`config.mk`:
```
export PLATFORM = sky130hd
export DESIGN_NAME = svpwm_modulator
export DESIGN_NICKNAME = d
export VERILOG_FILES = /design/src/rtl/svpwm_modulator.sv
export SDC_FILE = /design/constraint.sdc
export NUM_CORES = 2
export LEC_CHECK = 0
export ABC_AREA = 1
export CAP_MARGIN = 25
export CORE_MARGIN = 1
export CORE_UTILIZATION = 32
export CTS_BUF_LIST = sky130_fd_sc_hd__clkbuf_16
export CTS_CLUSTER_SIZE = 30
export DETAILED_ROUTE_END_ITERATION = 8
export PLACE_DENSITY_LB_ADDON = 0.12
export REMOVE_ABC_BUFFERS = 1
export SYNTH_ARGS = -nofsm -noshare
export SYNTH_HDL_FRONTEND = slang
export SYNTH_SLANG_ARGS = --single-unit
```
`constraint.sdc`:
```
create_clock -name clk -period 15.4 [get_ports clk]
set_input_delay 3.85 -clock clk [delete_from_list [all_inputs] [get_ports clk]]
set_output_delay 3.85 -clock clk [all_outputs]
set_load 0.03 [all_outputs]
```
`src/rtl/svpwm_modulator.sv`:
```
// ---------------------------------------------------------------------------
// svpwm_modulator
//   Turns alpha/beta voltage references into three centre-aligned PWM gate
//   signals. The datapath does an inverse Clarke transform and an optional
//   min-max zero-sequence injection, then scales each phase to a carrier
//   compare value. The FSM takes one cycle per stage:
//   IDLE -> CLARKE -> OFFSET -> SCALE -> IDLE.
//   Results sit in shadow registers. They move into the active compare
//   registers only at the carrier valley.
//
//   Optional feature: define SVPWM_MINMAX_EN to enable min-max zero-sequence
//   injection (SVPWM). When it is undefined, the offset is zero (sinusoidal
//   PWM) and the OFFSET stage still takes one cycle.
//
// Ports
//   clk, rstb          clock, asynchronous active-low reset
//   alpha, beta        signed Q(Q_BITS) voltage references, latched on start
//   start              one-cycle request; ignored unless idle
//   pwm_en             gate enable; 0 forces pwm_* low on the next edge
//   busy               FSM not idle
//   done               one-cycle pulse when new compare values are pending
//   update             one-cycle pulse when pending values became active
//   sync               high in the cycle where cnt == 0
//   cnt                triangle carrier count 0..PERIOD..0
//   cmp_a/b/c          active compare values
//   pwm_a/b/c          high-side gate signals, high while cnt < cmp_x
// ---------------------------------------------------------------------------
module svpwm_modulator #(
   parameter int D_WIDTH   = 19,
   parameter int Q_BITS    = 15,
   parameter int CNT_WIDTH = 12,
   parameter int PERIOD    = 2500
) (
   input  logic                      clk,
   input  logic                      rstb,
   input  logic signed [D_WIDTH-1:0] alpha,
   input  logic signed [D_WIDTH-1:0] beta,
   input  logic                      start,
   input  logic                      pwm_en,
   output logic                      busy,
   output logic                      done,
   output logic                      update,
   output logic                      sync,
   output logic [CNT_WIDTH-1:0]      cnt,
   output logic [CNT_WIDTH-1:0]      cmp_a,
   output logic [CNT_WIDTH-1:0]      cmp_b,
   output logic [CNT_WIDTH-1:0]      cmp_c,
   output logic                      pwm_a,
   output logic                      pwm_b,
   output logic                      pwm_c
);

   localparam int VW = D_WIDTH + 2;           // phase voltage width
   localparam int OW = VW + 1;                // offset-injected phase width
   localparam int KW = 16;                    // width of the sqrt(3)/2 constant
   localparam int BW = D_WIDTH + KW;          // beta * k product width
   localparam int PW = OW + CNT_WIDTH + 2;    // phase * PERIOD product width

   localparam logic signed [KW-1:0] K_SQRT3_2 = 16'sd28378;
   localparam logic signed [PW-1:0] PERIOD_X  = PW'(PERIOD);
   localparam logic signed [PW-1:0] HALF_X    = PW'(PERIOD / 2);
   localparam logic [CNT_WIDTH-1:0] CNT_TOP   = CNT_WIDTH'(PERIOD);
   localparam logic [CNT_WIDTH-1:0] CNT_ONE   = CNT_WIDTH'(1);
   localparam logic [CNT_WIDTH-1:0] CNT_ZERO  = {CNT_WIDTH{1'b0}};

   typedef enum logic [1:0] {
      S_IDLE   = 2'd0,
      S_CLARKE = 2'd1,
      S_OFFSET = 2'd2,
      S_SCALE  = 2'd3
   } state_t;

   state_t                   state_r, state_s;
   logic                     dir_r, dir_s;           // 1 = counting up
   logic [CNT_WIDTH-1:0]     cnt_s;
   logic signed [D_WIDTH-1:0] alpha_r, beta_r;
   logic signed [VW-1:0]     va_r, vb_r, vc_r;
   logic signed [OW-1:0]     pa_r, pb_r, pc_r;
   logic [CNT_WIDTH-1:0]     pend_a_r, pend_b_r, pend_c_r;
   logic                     pend_flag_r;
   logic signed [VW-1:0]     half_s, beta_t_s, vb_s, vc_s;
   logic signed [BW-1:0]     beta_k_s;
   logic signed [OW-1:0]     off_s, pa_s, pb_s, pc_s;
   logic                     load_s;
   logic [CNT_WIDTH-1:0]     cmp_a_s, cmp_b_s, cmp_c_s;
`ifdef SVPWM_MINMAX_EN
   logic signed [VW-1:0]     mx1_s, mx_s, mn1_s, mn_s;
   logic signed [OW-1:0]     sum_s;
`endif

   // Phase voltage -> carrier compare value, saturated to [0, PERIOD].
   function automatic logic [CNT_WIDTH-1:0] to_compare(input logic signed [OW-1:0] v);
      logic signed [PW-1:0] prod;
      logic signed [PW-1:0] t;
      prod = PW'(v) * PERIOD_X;
      t    = (prod >>> Q_BITS) + HALF_X;
      if (t[PW-1]) begin
         to_compare = CNT_ZERO;
      end else if (t > PERIOD_X) begin
         to_compare = CNT_TOP;
      end else begin
         to_compare = t[CNT_WIDTH-1:0];
      end
   endfunction

   // Carrier next count; direction turns around at PERIOD and at 0.
   always_comb begin
      cnt_s = cnt;
      dir_s = dir_r;
      if (dir_r) begin
         cnt_s = cnt + CNT_ONE;
         dir_s = (cnt != (CNT_TOP - CNT_ONE));
      end else begin
         cnt_s = cnt - CNT_ONE;
         dir_s = (cnt == CNT_ONE);
      end
   end

   // Free-running triangle carrier and valley marker.
   always_ff @(posedge clk or negedge rstb) begin
      if (!rstb) begin
         cnt   <= CNT_ZERO;
         dir_r <= 1'b1;
         sync  <= 1'b0;
      end else begin
         cnt   <= cnt_s;
         dir_r <= dir_s;
         sync  <= (cnt_s == CNT_ZERO);
      end
   end

   // FSM next state: start is only accepted in S_IDLE.
   always_comb begin
      state_s = state_r;
      case (state_r)
         S_IDLE:   state_s = start ? S_CLARKE : S_IDLE;
         S_CLARKE: state_s = S_OFFSET;
         S_OFFSET: state_s = S_SCALE;
         S_SCALE:  state_s = S_IDLE;
         default:  state_s = S_IDLE;
      endcase
   end

   // FSM state register.
   always_ff @(posedge clk or negedge rstb) begin
      if (!rstb) begin
         state_r <= S_IDLE;
      end else begin
         state_r <= state_s;
      end
   end

   // Registered status flags aligned with the state they describe.
   always_ff @(posedge clk or negedge rstb) begin
      if (!rstb) begin
         busy <= 1'b0;
         done <= 1'b0;
      end else begin
         busy <= (state_s != S_IDLE);
         done <= (state_r == S_SCALE);
      end
   end

   // Inverse Clarke; beta*k keeps full width before the Q shift.
   always_comb begin
      half_s   = VW'(alpha_r) >>> 1;
      beta_k_s = BW'(beta_r) * BW'(K_SQRT3_2);
      beta_t_s = VW'(beta_k_s >>> Q_BITS);
      vb_s     = -half_s + beta_t_s;
      vc_s     = -half_s - beta_t_s;
   end

   // Zero-sequence offset: centre the max/min envelope around zero.
   always_comb begin
`ifdef SVPWM_MINMAX_EN
      mx1_s = (va_r > vb_r) ? va_r : vb_r;
      mx_s  = (mx1_s > vc_r) ? mx1_s : vc_r;
      mn1_s = (va_r < vb_r) ? va_r : vb_r;
      mn_s  = (mn1_s < vc_r) ? mn1_s : vc_r;
      sum_s = OW'(mx_s) + OW'(mn_s);
      off_s = -(sum_s >>> 1);
`else
      off_s = {OW{1'b0}};
`endif
      pa_s = OW'(va_r) + off_s;
      pb_s = OW'(vb_r) + off_s;
      pc_s = OW'(vc_r) + off_s;
   end

   // Datapath pipeline registers, one stage per FSM state.
   always_ff @(posedge clk or negedge rstb) begin
      if (!rstb) begin
         alpha_r  <= {D_WIDTH{1'b0}};
         beta_r   <= {D_WIDTH{1'b0}};
         va_r     <= {VW{1'b0}};
         vb_r     <= {VW{1'b0}};
         vc_r     <= {VW{1'b0}};
         pa_r     <= {OW{1'b0}};
         pb_r     <= {OW{1'b0}};
         pc_r     <= {OW{1'b0}};
         pend_a_r <= CNT_ZERO;
         pend_b_r <= CNT_ZERO;
         pend_c_r <= CNT_ZERO;
      end else begin
         if ((state_r == S_IDLE) && start) begin
            alpha_r <= alpha;
            beta_r  <= beta;
         end
         if (state_r == S_CLARKE) begin
            va_r <= VW'(alpha_r);
            vb_r <= vb_s;
            vc_r <= vc_s;
         end
         if (state_r == S_OFFSET) begin
            pa_r <= pa_s;
            pb_r <= pb_s;
            pc_r <= pc_s;
         end
         if (state_r == S_SCALE) begin
            pend_a_r <= to_compare(pa_r);
            pend_b_r <= to_compare(pb_r);
            pend_c_r <= to_compare(pc_r);
         end
      end
   end

   // Valley load selects the shadow values; pwm uses next cnt/cmp so the
   // registered gate matches the count visible in the same cycle.
   always_comb begin
      load_s  = (cnt == CNT_ZERO) && pend_flag_r;
      cmp_a_s = load_s ? pend_a_r : cmp_a;
      cmp_b_s = load_s ? pend_b_r : cmp_b;
      cmp_c_s = load_s ? pend_c_r : cmp_c;
   end

   // Shadow-to-active transfer and gate outputs. A done on the valley edge
   // re-arms the flag after the old pending values have been consumed.
   always_ff @(posedge clk or negedge rstb) begin
      if (!rstb) begin
         pend_flag_r <= 1'b0;
         update      <= 1'b0;
         cmp_a       <= CNT_ZERO;
         cmp_b       <= CNT_ZERO;
         cmp_c       <= CNT_ZERO;
         pwm_a       <= 1'b0;
         pwm_b       <= 1'b0;
         pwm_c       <= 1'b0;
      end else begin
         if (state_r == S_SCALE) begin
            pend_flag_r <= 1'b1;
         end else if (load_s) begin
            pend_flag_r <= 1'b0;
         end
         update <= load_s;
         cmp_a  <= cmp_a_s;
         cmp_b  <= cmp_b_s;
         cmp_c  <= cmp_c_s;
         pwm_a  <= pwm_en & (cnt_s < cmp_a_s);
         pwm_b  <= pwm_en & (cnt_s < cmp_b_s);
         pwm_c  <= pwm_en & (cnt_s < cmp_c_s);
      end
   end

endmodule

```
Word level (Yosys, flattened, before mapping). Cells that the tools add are included.

Register bits after elaboration: 255. Latch bits: 0. RAM bits: 0. Memory bits (read-only): 0. Output and inout port bits: 55. Word-level logic and storage cells: 73. Memories kept: 0.

$add $sub $neg: 8. Multiply operators: 4. Divide/modulo/power cells: 0. Magnitude comparators: 6. Equal/unequal tests: 5. Shift-type cells: 0. Muxes and demuxes: 15. Bitwise gates (word level): 3. Reductions and logical operators: 7.

Operators with widths (count): $mux 12 (10); $mul 21x11->32 const B (2); $add 19x12->20 const B (2); $gt 20x13->1 const B (2); $lt 12x12->1 (3); $mul 19x15->34 const B (1); $mul 19x11->30 const B (1); $logic_not 12->1 (2); $add 21x20->21 (1); $neg 18->21 (1); $sub 21x20->21 (1); $add 17x12->18 const B (1); $gt 18x13->1 const B (1); $add 12x1->12 const B (1); $eq 12x1->1 const B (1); $ne 12x12->1 const B (1); $sub 12x1->12 const B (1); $pmux 2 s4 (1); $eq 2x2->1 const B (2); $mux 1 (4); $reduce_bool 2->1 (2); $and 1x1->1 (3); $eq 2x1->1 const B (1); $logic_and 1x1->1 (2); $logic_not 2->1 (1).

Longest topological paths before layout.
Depth after elaboration: 5. Gate-level depth with buffers: 37. Gate-level depth less buffers: 37.

Worst setup path after synthesis. OpenSTA, ideal clock, no wires.

Path kind: reg2reg. Start point: register beta_r[18]. End point: register vc_r[19]. Setup time: 0.118 ns. Arrival: 6.992 ns. Required time: 15.282 ns. Path slack: 8.290 ns. Stages on the path, launching flop included: 29. Buffers on the path: 1. Period minus slack after synthesis: 7.110 ns. Cell sequence: dfrtp_1 > ha_1 > fa_1 > inv_1 > fa_1 > fa_1 > inv_1 > fa_1 > fa_1 > inv_1 > ha_1 > a21oi_1 > nor2_1 > a211oi_1 > o21ai_0 > xor2_1 > ha_1 > clkbuf_1 > inv_1 > a21oi_1 > o21ai_0 > a21oi_1 > o21ai_1 > a21boi_0 > o21ai_1 > nand3_1 > nand3_1 > nand3_1 > nand2_1.

Longest elaborated chain between the ends: 2.

Ends and longest elaborated chain: from (decl) (line 76) `logic signed [D_WIDTH-1:0] alpha_r, beta_r;`; from (signal assigned) (line 194) `beta_r <= {D_WIDTH{1'b0}};`; from (signal assigned) (line 207) `beta_r <= beta;`; $mul 19x15->34 (line 167) `beta_k_s = BW'(beta_r) * BW'(K_SQRT3_2);`; $sub 21x20->21 (line 170) `vc_s = -half_s - beta_t_s;`; to (signal assigned) (line 197) `vc_r <= {VW{1'b0}};`; to (signal assigned) (line 212) `vc_r <= vc_s;`; to (decl) (line 77) `logic signed [VW-1:0] va_r, vb_r, vc_r;`.

No other way between the ends. A chain may end at the register's enable or synchronous reset.

Worst setup path after layout.
Start point: register beta_r[5]. End point: register vc_r[20].

The elaborated chain is that of the path after synthesis.

==> impl_table.tex <==
\begin{tabular}{lr}
\hline
Metric & Value \\
\hline
\multicolumn{2}{l}{\textbf{Finish}} \\
Non-filler instance count after layout & about 5500 \\
Share of layout cells above drive strength 1 & 0.03954 \\
Final \#Nets & between 5000 and 6000 \\
Multi-input gate area in the final layout & $\sim$23000 um\^{}2 \\
Post-layout utilization of the core & 0.3578 \\
Area used by sequential logic in the layout & 6332 um\^{}2 \\
Count of filler cells inserted in the layout & 10660 \\
Cell area after layout & about 36000 um\^{}2 \\
Area grow syn2layout & 10.72\% \\
\# diodes & 0 \\
\multicolumn{2}{l}{\textbf{Setup path}} \\
Depth of the most critical reg-to-reg path & 32 \\
Endpoint kind of the worst setup timing path & register \\
R2R setup slack & 8010 ps \\
Reg-to-Reg Start & beta\_r[5]\$\_DFFE\_PN0P\_ \\
Critical Setup Path Class & register to register \\
Critical Path Source & beta\_r[5]\$\_DFFE\_PN0P\_ \\
Maximum single-stage delay on the critical path & about 560 ps \\
Nature of the critical path startpoint & register \\
Arrival time reported for the critical path endpoint & around 7800 ps \\
R2r endpoint & vc\_r[20]\$\_DFFE\_PN0N\_ \\
Critical Path Fanout Max & 6 \\
Cell type of the slowest stage on the worst timing path & fa\_1 \\
WP data required & 15850 ps \\
\multicolumn{2}{l}{\textbf{Routing}} \\
Via density & between 4 and 5 \\
Number of DRC markers after the initial detailed-route iteration & 990 \\
Final WL & roughly 81000 um \\
Residual DRC & 0 \\
DR vias & around 25000 \\
Pre-Repair DR Iteration Count & 5 \\
Average wire per cell in the routed design & $\sim$15 um \\
Antenna Nets Post-Route & 0 \\
\multicolumn{2}{l}{\textbf{Synthesis}} \\
Number of warnings printed during yosys synthesis & 0 \\
Proportion of netlist area held by the largest area contributor & 0.1961 \\
Share of synthesized area occupied by flip-flops and latches & 0.1957 \\
EDFF count, synth & 0 \\
Post-Synthesis Cell Area & 32360 um\^{}2 \\
Top flip-flop cell by instance count after synthesis & dfrtp\_1 \\
Number of instances in the synthesized netlist & 4062 \\
Fraction of registers with async set or reset after synthesis & 1.000 \\
Count of distinct cell types in the synthesized netlist & 55 \\
Post-synthesis sequential element count & 253 \\
Cell types with the largest area share after synthesis & fa\_1 (20\%), ha\_1 (20\%), dfrtp\_1 (19\%), nand2\_1 (12\%), inv\_1 (9.4\%) \\
Area leader, netlist & fa\_1 \\
Average size of a mapped cell & $\sim$8 um\^{}2 \\
\multicolumn{2}{l}{\textbf{Die}} \\
Initial standard-cell utilization of the core & 0.3232 \\
Core region area & around 100000 um\^{}2 \\
Number of top-level pins & 97 \\
Die Outline Area & about 100000 um\^{}2 \\
Die Y-Extent & between 300 and 400 um \\
Total number of placement rows & $\sim$120 \\
Die span in x & roughly 320 um \\
\multicolumn{2}{l}{\textbf{STA}} \\
Final setup vio count & 0 \\
Fin crit period & $\sim$7400 ps \\
FMAX & between 0.1 and 0.15 GHz \\
Pins Over Slew Limit & 0 \\
Fraction of the cycle the final worst path needs & 0.4798 \\
Total negative slack for setup checks & 0 ps \\
Max-Slew Margin vs Limit & 0.3700 \\
RSZ-0062 raised after global routing & no \\
Worst-margin pin slew & around 940 ps \\
Number of failing hold endpoints at the final stage & 0 \\
Worst clock skew on the final layout & 33.31 ps \\
\multicolumn{2}{l}{\textbf{Global route}} \\
Overall track demand over capacity in global routing & 0.1611 \\
Via count of the first global-routing pass & about 26000 \\
Wire length of the first global-routing pass & roughly 130000 um \\
Maximum number of pins on one net before global-route repair & 160 \\
Total congestion overflow & 0 \\
Number of antenna violations at the first check in global routing & 1 \\
\multicolumn{2}{l}{\textbf{Clocking}} \\
Register clock-pin slew on the reported worst setup and hold paths & 60 ps \\
Hold bufs inserted after CTS & 0 \\
Clk sinks & around 250 \\
Buffer levels on the longest clock path & 3 \\
Clock tree from TritonCTS & built \\
Buffers inserted by post-CTS timing repair & 0 \\
H-tree depth & 2 \\
Clock root buffer & clkbuf\_16 \\
Number of instances resized during post-cts repair & 0 \\
CTS buffer count & 34 \\
Clock latency at the later pin of the worst-skew pair & 570 ps \\
\multicolumn{2}{l}{\textbf{Placed design}} \\
Placed wire-length estimate after detailed placement & 68750 um \\
Port buffer count & 96 \\
Placer congestion estimate & about 0.85 \\
Cell area after placement & 34840 um\^{}2 \\
Placed Instances & approximately 5400 \\
\multicolumn{2}{l}{\textbf{Hold path}} \\
Type of the tightest min-delay check & register to register \\
Worst min-delay path startpoint & vb\_r[1]\$\_DFFE\_PN0N\_ \\
Worst hold path endpoint & vb\_r[1]\$\_DFFE\_PN0N\_ \\
Hold Path Depth & 2 \\
\multicolumn{2}{l}{\textbf{Run}} \\
\# Max-Cap Violations & 0 \\
\multicolumn{2}{l}{\textbf{Outcome}} \\
Result of the run & completed \\
\hline
\end{tabular}
how the worst max path moves through the flow:
stage                     cells past startpoint                    to
after CTS                                    30  vb_r[20]$_DFFE_PN0N_
final                                        32  vc_r[20]$_DFFE_PN0N_
after global routing                         30  vb_r[20]$_DFFE_PN0N_
after detailed placement                     30  vb_r[20]$_DFFE_PN0N_
after floorplan                              29  vb_r[20]$_DFFE_PN0N_
after global placement                       30  vb_r[20]$_DFFE_PN0N_
per-stage QoR:
step	worst slack [ps]	hold slack, ps
floorplan	8310	442.2
global placement	7934	458.0
detailed placement	7884	459.5
CTS	7911	474.9
global route	7286	494.1
finish	8012	469.5
worst max-delay path, delay by kind of cell (launching register included):
kind,cells,cell delay [ps]
xor+xnor,1,160
compound gates,10,1760
buf+inv,5,360
simple gates,8,990
fa+ha+maj,8,3600
flops,1,430
layout make-up:
class | count | share of cell area
clock inverter | 25 | 0.004016
tap | 1298 | 0.04532
sequential | 253 | 0.1767
multi-input combinational | 2930 | 0.6344
timing repair buffer | 106 | 0.02940
clock buffer | 34 | 0.02374
inverter | 825 | 0.08642
flip-flops by register name, indices dropped and copies added, names as in the netlist, 19 cells and up:
signal / cells
pa_r: 19
pb_r: 21
alpha_r: 19
beta_r: 19
pc_r: 20
va_r: 19
vb_r: 21
vc_r: 20
synthesized netlist by cell type (5+ instances only):
| master | instances |
|---|---|
| nand2_1 | 1056 |
| o31ai_1 | 5 |
| nand4_1 | 82 |
| ha_1 | 507 |
| nor2_2 | 14 |
| nand3_2 | 6 |
| nor4_1 | 6 |
| nand3_1 | 167 |
| o21ai_1 | 6 |
| nor3_1 | 28 |
| fa_1 | 317 |
| mux2_2 | 28 |
| a31oi_1 | 9 |
| nor3_2 | 7 |
| inv_1 | 813 |
| a21o_1 | 11 |
| dfrtp_1 | 252 |
| nor2_4 | 6 |
| clkbuf_1 | 49 |
| nand2_2 | 18 |
| xnor2_1 | 18 |
| and2_1 | 6 |
| a21boi_0 | 7 |
| xor2_1 | 82 |
| a211oi_1 | 7 |
| o211ai_1 | 6 |
| a21oi_1 | 169 |
| o21ai_0 | 136 |
| inv_2 | 12 |
| nor2_1 | 188 |
| o21bai_1 | 9 |
layout by cell type (no fill, tap or decap), types with 28 or more instances in the layout:
master	Yosys	layout
nand3_1	167	167
xor2_1	82	82
mux2_2	28	28
inv_1	813	818
clkbuf_16	0	34
dfrtp_1	252	252
o21ai_0	136	136
nand4_1	82	82
nor2_1	188	188
ha_1	507	506
nand2_1	1056	1055
clkdlybuf4s50_1	0	95
fa_1	317	317
a21oi_1	169	169
cells by family (layout without fill, tap and decap cells):
group,after synthesis,count (layout),synth area share
and+or+nand+nor,1597,1597,0.2086
muxes,28,28,0.009743
DFF,253,253,0.1957
AOI/OAI and AO/OA,381,381,0.06453
xor gates and xnor gates,100,100,0.02706
buffers and inverters,879,990,0.1023
adders and majority gates,824,824,0.3921
layer usage:
layer / vias to the layer above / GRT usage / wire (um)
li1: 12950 / - / -
met1: 11460 / 0.2172 / 39730
met2: 235 / 0.2804 / 38490
met3: 64 / 0.01653 / 1784
met4: 0 / 0.02764 / 1136
met5: - / 0 / 0
Power is left out: the tool's default activity adds up to more than one toggle a clock period on the data nets, which glitch-free logic cannot reach.
